--- src/rtl/userrom_spi_arbiter.sv ---
// Arbiter sharing the user SPI bus (USERROM flash + FRAM) between the bubble
// page loader and the FRAM save writer. It grants one master at a time,
// registers the owner's SPI drive onto the pins, inserts a deselect guard gap
// between owners and forcibly releases a master that holds the bus too long.
module userrom_spi_arbiter #(
  parameter int unsigned GUARD_CYCLES   = 4,
  parameter int unsigned TIMEOUT_CYCLES = 1048576
) (
  input  logic       MCLK,
  input  logic       nRESET,
  input  logic       LDR_REQ,
  output logic       LDR_GNT,
  input  logic       LDR_nCS_FLASH,
  input  logic       LDR_nCS_FRAM,
  input  logic       LDR_CLK,
  input  logic       LDR_MOSI,
  input  logic       SAV_REQ,
  output logic       SAV_GNT,
  input  logic       SAV_nCS_FLASH,
  input  logic       SAV_nCS_FRAM,
  input  logic       SAV_CLK,
  input  logic       SAV_MOSI,
  input  logic       SAV_INHIBIT,
  output logic       USERROM_FLASH_nCS,
  output logic       USERROM_FRAM_nCS,
  output logic       USERROM_CLK,
  output logic       USERROM_MOSI,
  output logic [1:0] OWNER,
  output logic       TIMEOUT_ERR
);

  localparam int unsigned TW = $clog2(TIMEOUT_CYCLES);
  localparam int unsigned GW = $clog2(GUARD_CYCLES + 1);
  localparam logic [TW-1:0] TIMEOUT_LAST = TW'(TIMEOUT_CYCLES - 1);
  localparam logic [GW-1:0] GUARD_LAST   = GW'(GUARD_CYCLES - 1);
  // {flash nCS, fram nCS, CLK, MOSI} with both chips deselected
  localparam logic [3:0] PINS_IDLE = 4'b1100;

  // Encodings double as the OWNER output value
  typedef enum logic [1:0] {
    ST_IDLE  = 2'b00,
    ST_LDR   = 2'b01,
    ST_SAV   = 2'b10,
    ST_GUARD = 2'b11
  } state_t;

  state_t        state, state_nx;
  logic [TW-1:0] tmo_cnt, tmo_cnt_nx;
  logic [GW-1:0] grd_cnt, grd_cnt_nx;
  logic          last_sav, last_sav_nx;
  logic          ldr_lock, sav_lock;
  logic          set_ldr_lock, set_sav_lock;
  logic          ldr_elig, sav_elig;
  logic [3:0]    pins_nx;

  // Next-state arbitration, grant timeout and guard-gap sequencing
  always_comb begin
    state_nx     = state;
    tmo_cnt_nx   = tmo_cnt;
    grd_cnt_nx   = grd_cnt;
    last_sav_nx  = last_sav;
    set_ldr_lock = 1'b0;
    set_sav_lock = 1'b0;
    ldr_elig     = LDR_REQ & ~ldr_lock;
    sav_elig     = SAV_REQ & ~SAV_INHIBIT & ~sav_lock;
    unique case (state)
      ST_IDLE: begin
        tmo_cnt_nx = '0;
        // Round-robin: on a tie the master that did not own the bus last wins
        if (ldr_elig && (!sav_elig || last_sav)) begin
          state_nx = ST_LDR;
        end else if (sav_elig) begin
          state_nx = ST_SAV;
        end
      end
      ST_LDR: begin
        if (!LDR_REQ || tmo_cnt == TIMEOUT_LAST) begin
          state_nx     = ST_GUARD;
          grd_cnt_nx   = '0;
          last_sav_nx  = 1'b0;
          set_ldr_lock = LDR_REQ;
        end else begin
          tmo_cnt_nx = tmo_cnt + TW'(1);
        end
      end
      ST_SAV: begin
        if (!SAV_REQ || tmo_cnt == TIMEOUT_LAST) begin
          state_nx     = ST_GUARD;
          grd_cnt_nx   = '0;
          last_sav_nx  = 1'b1;
          set_sav_lock = SAV_REQ;
        end else begin
          tmo_cnt_nx = tmo_cnt + TW'(1);
        end
      end
      ST_GUARD: begin
        if (grd_cnt == GUARD_LAST) begin
          state_nx = ST_IDLE;
        end else begin
          grd_cnt_nx = grd_cnt + GW'(1);
        end
      end
    endcase
  end

  // Pin values for the coming cycle: the owner's drive, else deselected
  always_comb begin
    pins_nx = PINS_IDLE;
    if (state_nx == ST_LDR) begin
      pins_nx = {LDR_nCS_FLASH, LDR_nCS_FRAM, LDR_CLK, LDR_MOSI};
    end else if (state_nx == ST_SAV) begin
      pins_nx = {SAV_nCS_FLASH, SAV_nCS_FRAM, SAV_CLK, SAV_MOSI};
    end
  end

  // State, counters and rotation pointer
  always_ff @(posedge MCLK or negedge nRESET) begin
    if (!nRESET) begin
      state    <= ST_IDLE;
      tmo_cnt  <= '0;
      grd_cnt  <= '0;
      last_sav <= 1'b1;
    end else begin
      state    <= state_nx;
      tmo_cnt  <= tmo_cnt_nx;
      grd_cnt  <= grd_cnt_nx;
      last_sav <= last_sav_nx;
    end
  end

  // Lockout after a forced release, held until the master drops its request
  always_ff @(posedge MCLK or negedge nRESET) begin
    if (!nRESET) begin
      ldr_lock <= 1'b0;
      sav_lock <= 1'b0;
    end else begin
      if (set_ldr_lock)  ldr_lock <= 1'b1;
      else if (!LDR_REQ) ldr_lock <= 1'b0;
      if (set_sav_lock)  sav_lock <= 1'b1;
      else if (!SAV_REQ) sav_lock <= 1'b0;
    end
  end

  // Registered outputs, all derived from the next state on the same edge
  always_ff @(posedge MCLK or negedge nRESET) begin
    if (!nRESET) begin
      LDR_GNT     <= 1'b0;
      SAV_GNT     <= 1'b0;
      OWNER       <= 2'b00;
      TIMEOUT_ERR <= 1'b0;
      {USERROM_FLASH_nCS, USERROM_FRAM_nCS, USERROM_CLK, USERROM_MOSI} <= PINS_IDLE;
    end else begin
      LDR_GNT     <= (state_nx == ST_LDR);
      SAV_GNT     <= (state_nx == ST_SAV);
      OWNER       <= state_nx;
      TIMEOUT_ERR <= set_ldr_lock | set_sav_lock;
      {USERROM_FLASH_nCS, USERROM_FRAM_nCS, USERROM_CLK, USERROM_MOSI} <= pins_nx;
    end
  end

endmodule

--- config.mk ---
export PLATFORM = sky130hd
export DESIGN_NAME = userrom_spi_arbiter
export DESIGN_NICKNAME = d
export VERILOG_FILES = /design/src/rtl/userrom_spi_arbiter.sv
export SDC_FILE = /design/constraint.sdc
export NUM_CORES = 1
export LEC_CHECK = 0
export CAP_MARGIN = 15
export CORE_UTILIZATION = 50
export CTS_BUF_LIST = sky130_fd_sc_hd__clkbuf_2 sky130_fd_sc_hd__clkbuf_4 sky130_fd_sc_hd__clkbuf_8
export DETAILED_ROUTE_END_ITERATION = 10
export PLACE_DENSITY_LB_ADDON = 0.12
export REMOVE_ABC_BUFFERS = 1
export SLEW_MARGIN = 20
export SYNTH_ARGS = -nofsm -noshare
export SYNTH_HDL_FRONTEND = slang
export SYNTH_SLANG_ARGS = --single-unit
--- constraint.sdc ---
create_clock -name MCLK -period 2 [get_ports MCLK]
set_input_delay 0.3 -clock MCLK [delete_from_list [all_inputs] [get_ports MCLK]]
set_output_delay 0.3 -clock MCLK [all_outputs]
set_load 0.005 [all_outputs]
==> flow_summary_export.csv, run 1 <==
group,metric,value,unit
hold_path,hold_class,"in -> async",
layout,diodes,0,
logic_synthesis,synth.mux.area_fraction,0.00522,
logic_synthesis,ys_seq_elements,35,
power_and_ir_drop,seqPwrFrac,0.256,
place,io_buffers,21,
logic_synthesis,synth_top_family_by_area,"compound AO/OA/AOI/OAI gates",
global_route,grt-ovfl-total,0,
timing,hold_ws,428,ps
logic_synthesis,synthFlopType,"dfrtp_1",
power_and_ir_drop,leakage,1.19,nW
setup_path,rr_startpoint,"OWNER[1]",
logic_synthesis,syn_area,1920,um^2
setup_path,slowest_delay,420,ps
place,numPlacedInstances,302,
layout,reg_top3,"tmo_cnt x20, grd_cnt x3, OWNER x2",
logic_synthesis,ys_async_sr_fraction,1.00,
clock_tree,cts_sinks,35,
timing,rsz0062_at_grt,"true",
layout,drive_gt1_frac,0.321,
timing,skew,7.88,ps
timing,setup_viol,1,
layout,layout_commonest_cell,"buf_4",
layout,layout_common_cells,"buf_4 (38), dfrtp_1 (32), nand2_1 (21), clkdlybuf4s50_1 (21), inv_1 (12)",
drt,drtIter0Drc,102,
setup_path,arrival,2200,ps
clock_tree,cts_buffer_depth,2,
logic_synthesis,synth_cells,205,
power_and_ir_drop,p_total,3.63,mW
setup_path,startpoint,"OWNER[1]",
layout,final_nets,288,
drt,num_vias,1819,
timing,timing.final.crit_share,1.00,
place,place_congestion,0.869,
power_and_ir_drop,powerDensity,1320,nW/um^2
timing,slew_violations,0,
outcome,outcome,"complete, but fails checks",
drt,final_antenna_net_count,0,
setup_path,path_cells,"inv_2, ha_2, or3b_4, nand4_1, o21ai_4, nand2b_4, or2_4, o31ai_2",
logic_synthesis,synth_compound_area_frac,0.243,
layout,area_delta_synth_final,43.2,%
global_route,first_global_vias,1787,
place,hpwlAfterDp,3150,um
drt,vias_per_cell,5.76,
timing,fmax,0.499,GHz
power_and_ir_drop,p_switching,1.39,mW
outcome,violations,"setup timing",
global_route,grt_antenna_before_repair,0,
global_route,grt_max_degree,36,
setup_path,path_max_fanout,4,
job,cap_violations,0,
clock_tree,cts_tree,"built",
power_and_ir_drop,intPower,2.24,mW
clock_tree,worstSkewPairLatency,290,ps
setup_path,critical_path_class,"reg -> reg",
setup_path,rrSetupSlack,-5,ps
clock_tree,numCtsBuffers,5,
logic_synthesis,synth_warnings,0,
power_and_ir_drop,peakVddDrop,0.689,mV
clock_tree,root_buffer,"clkbuf_8",
die,core_area,3660,um^2
logic_synthesis,synth_edf_count,0,
timing,worst_slack,-5.16,ps
clock_tree,htree_levels,2,
timing,slew-limit-headroom,0.699,
timing,tightestPinTransition,451,ps
power_and_ir_drop,pwr-share-comb,0.604,
setup_path,start_kind,"flop",
die,io_pins,22,
global_route,grt_pass1_wl,7810,um
logic_synthesis,synth_fa_ha_area_frac,0.0522,
setup_path,cp.required,2190,ps
die,dieArea,4090,um^2
layout,top_register,"tmo_cnt",
setup_path,critPathSlowestCell,"dfrtp_1",
die,fp.dieH,63.9,um
logic_synthesis,ys_seq_area_frac,0.459,
layout,stdcell_count,316,
logic_synthesis,synthXorXnorAreaFrac,0,
clock_tree,clk_pin_slew_worst_paths,70,ps
global_route,grtUsageTotal,0.249,
logic_synthesis,synth.distinct_cells,41,
logic_synthesis,postSynthAreaPerCell,9.35,um^2
die,start_util,0.524,
setup_path,rr_worst_depth,8,
timing,final.min_clock_period,2010,ps
clock_tree,cts-hold-fix-buffers,0,
setup_path,rr_endpoint,"tmo_cnt[12]",
power_and_ir_drop,pwr-share-clk,0.140,
timing,finalHoldViolations,0,
setup_path,endpoint_kind,"flop",
drt,routed_wl,4800,um
power_and_ir_drop,power.share.switching,0.383,
die,rows,22,
drt,wl_per_cell,15.2,um
drt,drtPass1Iterations,6,
logic_synthesis,synth_simple_gate_area_frac,0.192,
layout,largest_reg_flops,20,
die,die_x,63.9,um
drt,drc,0,
[repair_timing]
| action | in CTS | in global routing |
|---|---|---|
| cloned | 0 | 1 |
| pin swaps | 3 | 6 |
| buffers inserted | 3 | 2 |
| gates resized for setup | 13 | 30 |
| endpoints found under the setup margin | 21 | 26 |
| endpoints found under the hold margin | 0 | 0 |
[how the worst max path moves through the flow]
stage	slack, ps	to	cells after the start
6_report	-5	tmo_cnt[12]	8
5_1_grt	-90	tmo_cnt[12]	8
4_1_cts	5	USERROM_MOSI	9
3_5_place_dp	-110	tmo_cnt[10]	8
3_3_place_gp	-60	USERROM_MOSI	8
2_1_floorplan	-740	tmo_cnt[10]	7
[layer usage]
metal,vias to the layer above,wire (um),GRT usage
met4,0,55,0.0909
met2,37,2520,0.456
li1,872,-,-
met1,902,2060,0.281
met5,-,0,0
met3,8,167,0.0554
[cell type report]
class                   instances  area [um^2]
repair buffers                 62          529
fillers                       244          916
clock buffers                   6         76.3
flip-flops and latches         35          880
clock inverters                 2         12.5
well taps                      48         60.1
inverters                      14         52.6
multi-input cells             149         1130
[power by group through the flow]
stage | clock, mW | sequential, mW | combinational (mW)
4_1_cts | 0.526 | 0.918 | 1.92
3_3_place_gp | 0 | 0.924 | 1.68
3_5_place_dp | 0 | 0.931 | 1.74
2_1_floorplan | 0 | 0.942 | 0.918
6_report | 0.507 | 0.930 | 2.19
5_1_grt | 0.551 | 0.943 | 2.37
[synth_stat cells (2+ instances only)]
library cell	instances	area share
dfrtp_1	32	0.42
nand2_1	21	0.041
inv_1	14	0.027
o21ai_0	12	0.031
o21ai_1	10	0.026
o31ai_1	9	0.035
ha_1	8	0.052
nand3_1	8	0.021
nand4_1	8	0.026
o21a_1	8	0.031
a21o_1	6	0.023
a21oi_1	6	0.016
nor2_1	6	0.012
o41ai_1	6	0.027
nor2b_1	5	0.016
and2_1	4	0.013
nand2b_1	4	0.013
or2_2	4	0.013
a31oi_1	3	0.0098
buf_2	3	0.0078
dfstp_2	3	0.041
a21boi_0	2	0.0078
a22o_1	2	0.0091
a22oi_1	2	0.0078
clkbuf_1	2	0.0039
nor3_1	2	0.0052
[cell families (layout without fill, tap and decap cells)]
| family | after synthesis | count (layout) |
|---|---|---|
| AND/OR/NAND/NOR | 70 | 70 |
| AO/OA/AOI/OAI | 70 | 70 |
| adder cells (fa/ha/maj) | 8 | 8 |
| buffers and inverters | 21 | 84 |
| flip-flops | 35 | 35 |
| multiplexers | 1 | 1 |
[metrics by stage]
| step | util | instance area [um^2] | TNS (ps) | setup WS, ps |
|---|---|---|---|---|
| after floorplan | - | 1880 | -12010 | -743 |
| after global placement | 0.658 | 2410 | -212 | -63.3 |
| after detailed placement | 0.658 | 2410 | -750 | -112 |
| after CTS | 0.702 | 2570 | 0 | 4.80 |
| after global routing | 0.750 | 2750 | -954 | -94.3 |
| final | 0.750 | 2750 | -5.16 | -5.16 |
[worst max-delay path: cells and delay by family (launching register included)]
kind / cells / cell delay (ps)
buffers and inverters: 1 / 90
DFF: 1 / 420
adders and majority gates: 1 / 170
AOI/OAI and AO/OA: 2 / 270
and+or+nand+nor: 4 / 970
Power figures use the tool's default switching activity.
==> run 2, diff against run 1 <==
--- a/config.mk
+++ b/config.mk
@@ -6,6 +6,7 @@
 export NUM_CORES = 1
 export LEC_CHECK = 0
 export CAP_MARGIN = 15
+export CORE_ASPECT_RATIO = 0.8
 export CORE_UTILIZATION = 50
 export CTS_BUF_LIST = sky130_fd_sc_hd__clkbuf_2 sky130_fd_sc_hd__clkbuf_4 sky130_fd_sc_hd__clkbuf_8
 export DETAILED_ROUTE_END_ITERATION = 10
==> constraint.sdc (replaced) <==
create_clock -name MCLK -period 2 [get_ports MCLK]
set_input_delay 0.2 -clock MCLK [delete_from_list [all_inputs] [get_ports MCLK]]
set_output_delay 0.2 -clock MCLK [all_outputs]
set_load 0.005 [all_outputs]
==> run 2 against run 1 <==
The flow still finishes with violations (setup timing). Core utilization is 3.3 points higher. Die area about the same. Global-route usage grew 0.62 points. Power fell by 0.73%. Via count increased by 4.5%. Maximum frequency rose by 0.22%. Sequential cell count is the same. Sequential share of layout area fell by 0.33 points. Highest routed layer unchanged.
==> flow_summary_export.csv, run 2 (synthesis gave the netlist of run 1 again) <==
group,metric,value,unit
die,fp.dieH,57.4,um
timing,setup_tns,-0.671,ps
global_route,grt_pass1_wl,8020,um
drt,final_antenna_net_count,0,
die,io_pins,22,
hold_path,hold_class,"in -> async",
power_and_ir_drop,leakage,1.20,nW
drt,drc,0,
layout,diodes,0,
global_route,grt_max_degree,36,
setup_path,start_kind,"flop",
timing,fmax,0.500,GHz
drt,num_vias,1900,
drt,wl_per_cell,17.1,um
clock_tree,cts_tree,"built",
clock_tree,worstSkewPairLatency,290,ps
setup_path,critPathSlowestCell,"or4_4",
timing,worst_slack,-0.671,ps
power_and_ir_drop,p_total,3.60,mW
power_and_ir_drop,pwr-share-comb,0.592,
timing,timing.final.crit_share,1.00,
layout,drive_gt1_frac,0.348,
setup_path,cp.required,2160,ps
global_route,grt_antenna_before_repair,0,
layout,area_delta_synth_final,44.7,%
outcome,outcome,"complete, but fails checks",
job,cap_violations,0,
setup_path,arrival,2160,ps
power_and_ir_drop,peakVddDrop,1.16,mV
timing,rsz0062_at_grt,"true",
timing,slew_violations,0,
layout,layout_common_cells,"buf_4 (45), dfrtp_1 (32), nand2_1 (21), clkdlybuf4s50_1 (21), inv_1 (12)",
die,rows,19,
layout,largest_reg_flops,20,
die,die_x,71.2,um
drt,routed_wl,5380,um
power_and_ir_drop,intPower,2.20,mW
setup_path,path_delay_family,"simple AND/OR/NAND/NOR gates",
setup_path,critical_path_class,"reg -> reg",
clock_tree,root_buffer,"clkbuf_8",
drt,drtIter0Drc,118,
clock_tree,htree_levels,2,
power_and_ir_drop,p_switching,1.40,mW
global_route,grtUsageTotal,0.256,
die,dieArea,4090,um^2
setup_path,path_buf_inv,1,
setup_path,path_max_fanout,6,
place,hpwlAfterDp,3330,um
clock_tree,cts_sinks,35,
place,dpl_cell_area,2380,um^2
setup_path,endpoint_kind,"flop",
outcome,violations,"setup timing",
power_and_ir_drop,powerDensity,1300,nW/um^2
power_and_ir_drop,seqPwrFrac,0.258,
timing,finalHoldViolations,0,
layout,final_nets,293,
timing,setup_viol,1,
clock_tree,clk_pin_slew_worst_paths,70,ps
clock_tree,numCtsBuffers,5,
drt,vias_per_cell,6.03,
place,place_congestion,0.909,
clock_tree,cts_buffer_depth,2,
layout,postLayoutCoreUtil,0.783,
timing,final.min_clock_period,2000,ps
setup_path,path_cells,"nand4_1, or4_4, o21ai_4, nand2b_4, buf_4, o21ai_1",
timing,skew,10.6,ps
layout,layout_commonest_cell,"buf_4",
die,core_area,3540,um^2
drt,drtPass1Iterations,4,
place,io_buffers,21,
layout,reg_top3,"tmo_cnt x20, grd_cnt x3, OWNER x2",
global_route,grt-ovfl-total,0,
timing,tightestPinTransition,454,ps
timing,slew-limit-headroom,0.698,
global_route,first_global_vias,1815,
layout,final_area,2770,um^2
die,start_util,0.541,
setup_path,slowest_delay,590,ps
layout,top_register,"tmo_cnt",
clock_tree,cts-hold-fix-buffers,0,
power_and_ir_drop,pwr-share-clk,0.150,
power_and_ir_drop,power.share.switching,0.388,
[run 2: through the flow]
step           worst slack, ps  hold slack (ps)  cells
2_1_floorplan             -743            -95.6    198
3_3_place_gp             -36.0              468    293
3_5_place_dp              -105              477    293
4_1_cts                  -5.39              345    304
5_1_grt                  -57.3              384    315
6_report                -0.671              326    315
[run 2: worst paths after layout]
kind,start,to,slack (ps),depth (start not counted)
worst min register to register,tmo_cnt[13],tmo_cnt[13],500,1
min in group MCLK,SAV_nCS_FLASH,USERROM_FLASH_nCS,440,3
worst min-delay path,nRESET,tmo_cnt[10],330,2
max in group asynchronous,nRESET,USERROM_FLASH_nCS,1310,2
worst max-delay path,tmo_cnt[9],tmo_cnt[2],-0.7,6
worst max register to register,tmo_cnt[9],tmo_cnt[2],-0.7,6
[run 2: cell type report]
type / count / area (um^2)
multi-input combinational: 149 / 1130
inverter: 14 / 52.6
clock inverter: 1 / 5.00
clock buffer: 7 / 90.1
sequential: 35 / 880
timing repair buffer: 67 / 559
tap: 42 / 52.6
fill: 215 / 768
[run 2: what timing repair did]
item                                    CTS  global route
gates cloned                              1             0
pin swaps                                 2            11
gates resized for setup                  16            28
endpoints found under the setup margin   20            26
setup buffers                             2            12
[run 2: power by group through the flow]
stage | sequential, mW | combinational (mW) | clock (mW)
final | 0.928 | 2.13 | 0.542
after global routing | 0.939 | 2.30 | 0.585
after CTS | 0.918 | 1.92 | 0.548
after detailed placement | 0.929 | 1.74 | 0
after global placement | 0.923 | 1.66 | 0
after floorplan | 0.942 | 0.918 | 0
[run 2: metal layers]
metal / share of wire / routed length (um) / global-route usage / vias up
met3: 0.065 / 349 / 0.0671 / 16
met5: 0 / 0 / 0 / -
met2: 0.49 / 2630 / 0.416 / 71
li1: - / - / - / 881
met4: 0.017 / 94 / 0.100 / 0
met1: 0.43 / 2310 / 0.328 / 932
==> run 3, diff against run 2 <==
--- a/config.mk
+++ b/config.mk
@@ -12,7 +12,6 @@
 export DETAILED_ROUTE_END_ITERATION = 10
 export PLACE_DENSITY_LB_ADDON = 0.12
 export REMOVE_ABC_BUFFERS = 1
-export SLEW_MARGIN = 20
 export SYNTH_ARGS = -nofsm -noshare
 export SYNTH_HDL_FRONTEND = slang
 export SYNTH_SLANG_ARGS = --single-unit
==> constraint.sdc (replaced) <==
create_clock -name MCLK -period 2 [get_ports MCLK]
set_input_delay 0.3 -clock MCLK [delete_from_list [all_inputs] [get_ports MCLK]]
set_output_delay 0.3 -clock MCLK [all_outputs]
set_load 0.005 [all_outputs]
==> run 3 against run 2 <==
The flow still finishes with violations (setup timing). Clock power shrank 5.4%. Sequential power about the same. Routed wire length grew 3.1%. Register-to-register slack worse by 50 ps. Critical path depth up 2. Maximum frequency down 2.4%. Core utilization grew 2.6 points. Critical path type unchanged. Largest cell class unchanged.
==> flow_summary_export.csv, run 3 (synthesis gave the netlist of run 1 again) <==
group,metric,value,unit
clock_tree,clk_pin_slew_worst_paths,70,ps
job,cap_violations,0,
global_route,grtUsageTotal,0.260,
setup_path,rr_startpoint,"OWNER[0]",
layout,reg_top3,"tmo_cnt x20, grd_cnt x3, OWNER x2",
layout,layout_common_cells,"buf_4 (47), dfrtp_1 (30), nand2_1 (21), clkdlybuf4s50_1 (21), inv_1 (12)",
clock_tree,cts_tree,"built",
drt,wl_per_cell,17.5,um
clock_tree,cts_buffer_depth,2,
timing,setup_viol,9,
drt,routed_wl,5550,um
setup_path,cp.required,2190,ps
timing,finalHoldViolations,0,
layout,diodes,0,
global_route,grt.busiest_layer,"met2",
power_and_ir_drop,leakage,1.25,nW
clock_tree,cts_sinks,35,
place,hpwlAfterDp,3270,um
power_and_ir_drop,intPower,2.21,mW
die,fp.dieH,57.4,um
hold_path,hold_class,"in -> async",
die,die_x,71.2,um
outcome,violations,"setup timing",
timing,tightestPinTransition,436,ps
drt,drtPass1Iterations,4,
layout,largest_reg_flops,20,
layout,final_area,2870,um^2
layout,area_delta_synth_final,49.6,%
layout,drive_gt1_frac,0.380,
timing,rsz0062_at_grt,"true",
place,pre_cts_ws,-142,ps
die,rows,19,
drt,drtIter0Drc,115,
power_and_ir_drop,pwr-share-clk,0.140,
layout,layout_commonest_cell,"buf_4",
place,io_buffers,21,
global_route,grt_use_met2,0.416,
timing,skew,7.68,ps
layout,final_nets,296,
die,io_pins,22,
die,start_util,0.541,
setup_path,endpoint_kind,"flop",
setup_path,rr_worst_depth,8,
setup_path,arrival,2240,ps
power_and_ir_drop,seqPwrFrac,0.254,
clock_tree,numCtsBuffers,5,
drt,num_vias,1950,
clock_tree,root_buffer,"clkbuf_8",
setup_path,path_max_fanout,5,
timing,slew-limit-headroom,0.705,
global_route,grt-ovfl-total,0,
setup_path,critical_path_class,"reg -> reg",
power_and_ir_drop,pwr-share-comb,0.605,
global_route,grt_max_degree,36,
timing,fmax,0.488,GHz
drt,vias_per_cell,6.13,
clock_tree,worstSkewPairLatency,290,ps
drt,drc,0,
timing,worst_slack,-50.1,ps
setup_path,rr_endpoint,"tmo_cnt[12]",
power_and_ir_drop,powerDensity,1270,nW/um^2
global_route,grt_antenna_before_repair,0,
global_route,first_global_vias,1815,
setup_path,rrSetupSlack,-50,ps
die,dieArea,4090,um^2
die,core_area,3540,um^2
global_route,grt_util_met1,0.345,
clock_tree,htree_levels,2,
clock_tree,cts-hold-fix-buffers,0,
outcome,outcome,"complete, but fails checks",
layout,final.fill_count,205,
global_route,grt_pass1_wl,8130,um
place,place_congestion,0.908,
drt,final_antenna_net_count,0,
layout,top_register,"tmo_cnt",
timing,slew_violations,0,
timing,final.min_clock_period,2050,ps
setup_path,start_kind,"flop",
global_route,grt_use_met3,0.0565,
power_and_ir_drop,p_switching,1.44,mW
power_and_ir_drop,peakVddDrop,0.947,mV
timing,timing.final.crit_share,1.03,
power_and_ir_drop,power.share.switching,0.395,
place,dpl_cell_area,2390,um^2
-- run 3: layout make-up --
type                            instances  area (um^2)  area share
Inverter                               14         52.6      0.0183
Timing Repair Buffer                   70          586       0.204
Sequential cell                        35          882       0.308
Clock inverter                          2         12.5     0.00436
Tap cell                               42         52.6      0.0183
Multi-Input combinational cell        149         1210       0.421
Clock buffer                            6         76.3      0.0266
-- run 3: metrics by stage --
stage / cells / hold slack, ps / utilization / setup TNS, ps / total power, mW
3_5_place_dp: 294 / 486 / 0.674 / -1440 / 2.64
2_1_floorplan: 198 / 4.41 / - / -12010 / 1.86
5_1_grt: 318 / 474 / 0.810 / -1250 / 3.89
3_3_place_gp: 294 / 466 / 0.674 / -74.0 / 2.56
6_report: 318 / 419 / 0.810 / -177 / 3.65
4_1_cts: 305 / 424 / 0.727 / 0 / 3.37
-- run 3: layer usage --
layer  wire (um)  part of all wire
met4         114             0.021
met2        2700              0.49
met5           0                 0
met3         316             0.057
met1        2420              0.44
-- run 3: power by group through the flow --
stage	clock network (mW)	logic, mW	registers (mW)
2_1_floorplan	0	0.918	0.942
3_3_place_gp	0	1.63	0.924
3_5_place_dp	0	1.71	0.927
4_1_cts	0.525	1.92	0.919
5_1_grt	0.555	2.40	0.939
6_report	0.513	2.21	0.928
-- run 3: worst max path at each step --
stage                from           to  slack (ps)  cells after the start
2_1_floorplan  tmo_cnt[0]  tmo_cnt[10]        -740                      7
3_3_place_gp      SAV_REQ  tmo_cnt[10]         -20                      7
3_5_place_dp      SAV_REQ  tmo_cnt[12]        -140                      7
4_1_cts          OWNER[0]  tmo_cnt[15]           4                      8
5_1_grt          OWNER[0]  tmo_cnt[12]        -110                      8
6_report         OWNER[0]  tmo_cnt[12]         -50                      8
-- run 3: repair_timing --
action	4_1_cts	5_1_grt
resized for setup	19	38
setup endpoints to repair	22	23
setup buffers	2	13
cloned	1	0
pin swaps	3	9
-- run 3: worst max-delay path, cell delays in order, from the launching register on --
cell and delay (ps):
dfrtp_1 420, inv_2 130, ha_4 150, or3b_4 390
nand4_1 150, o21ai_4 90, nand2b_4 180, or2_4 260
o31ai_4 180
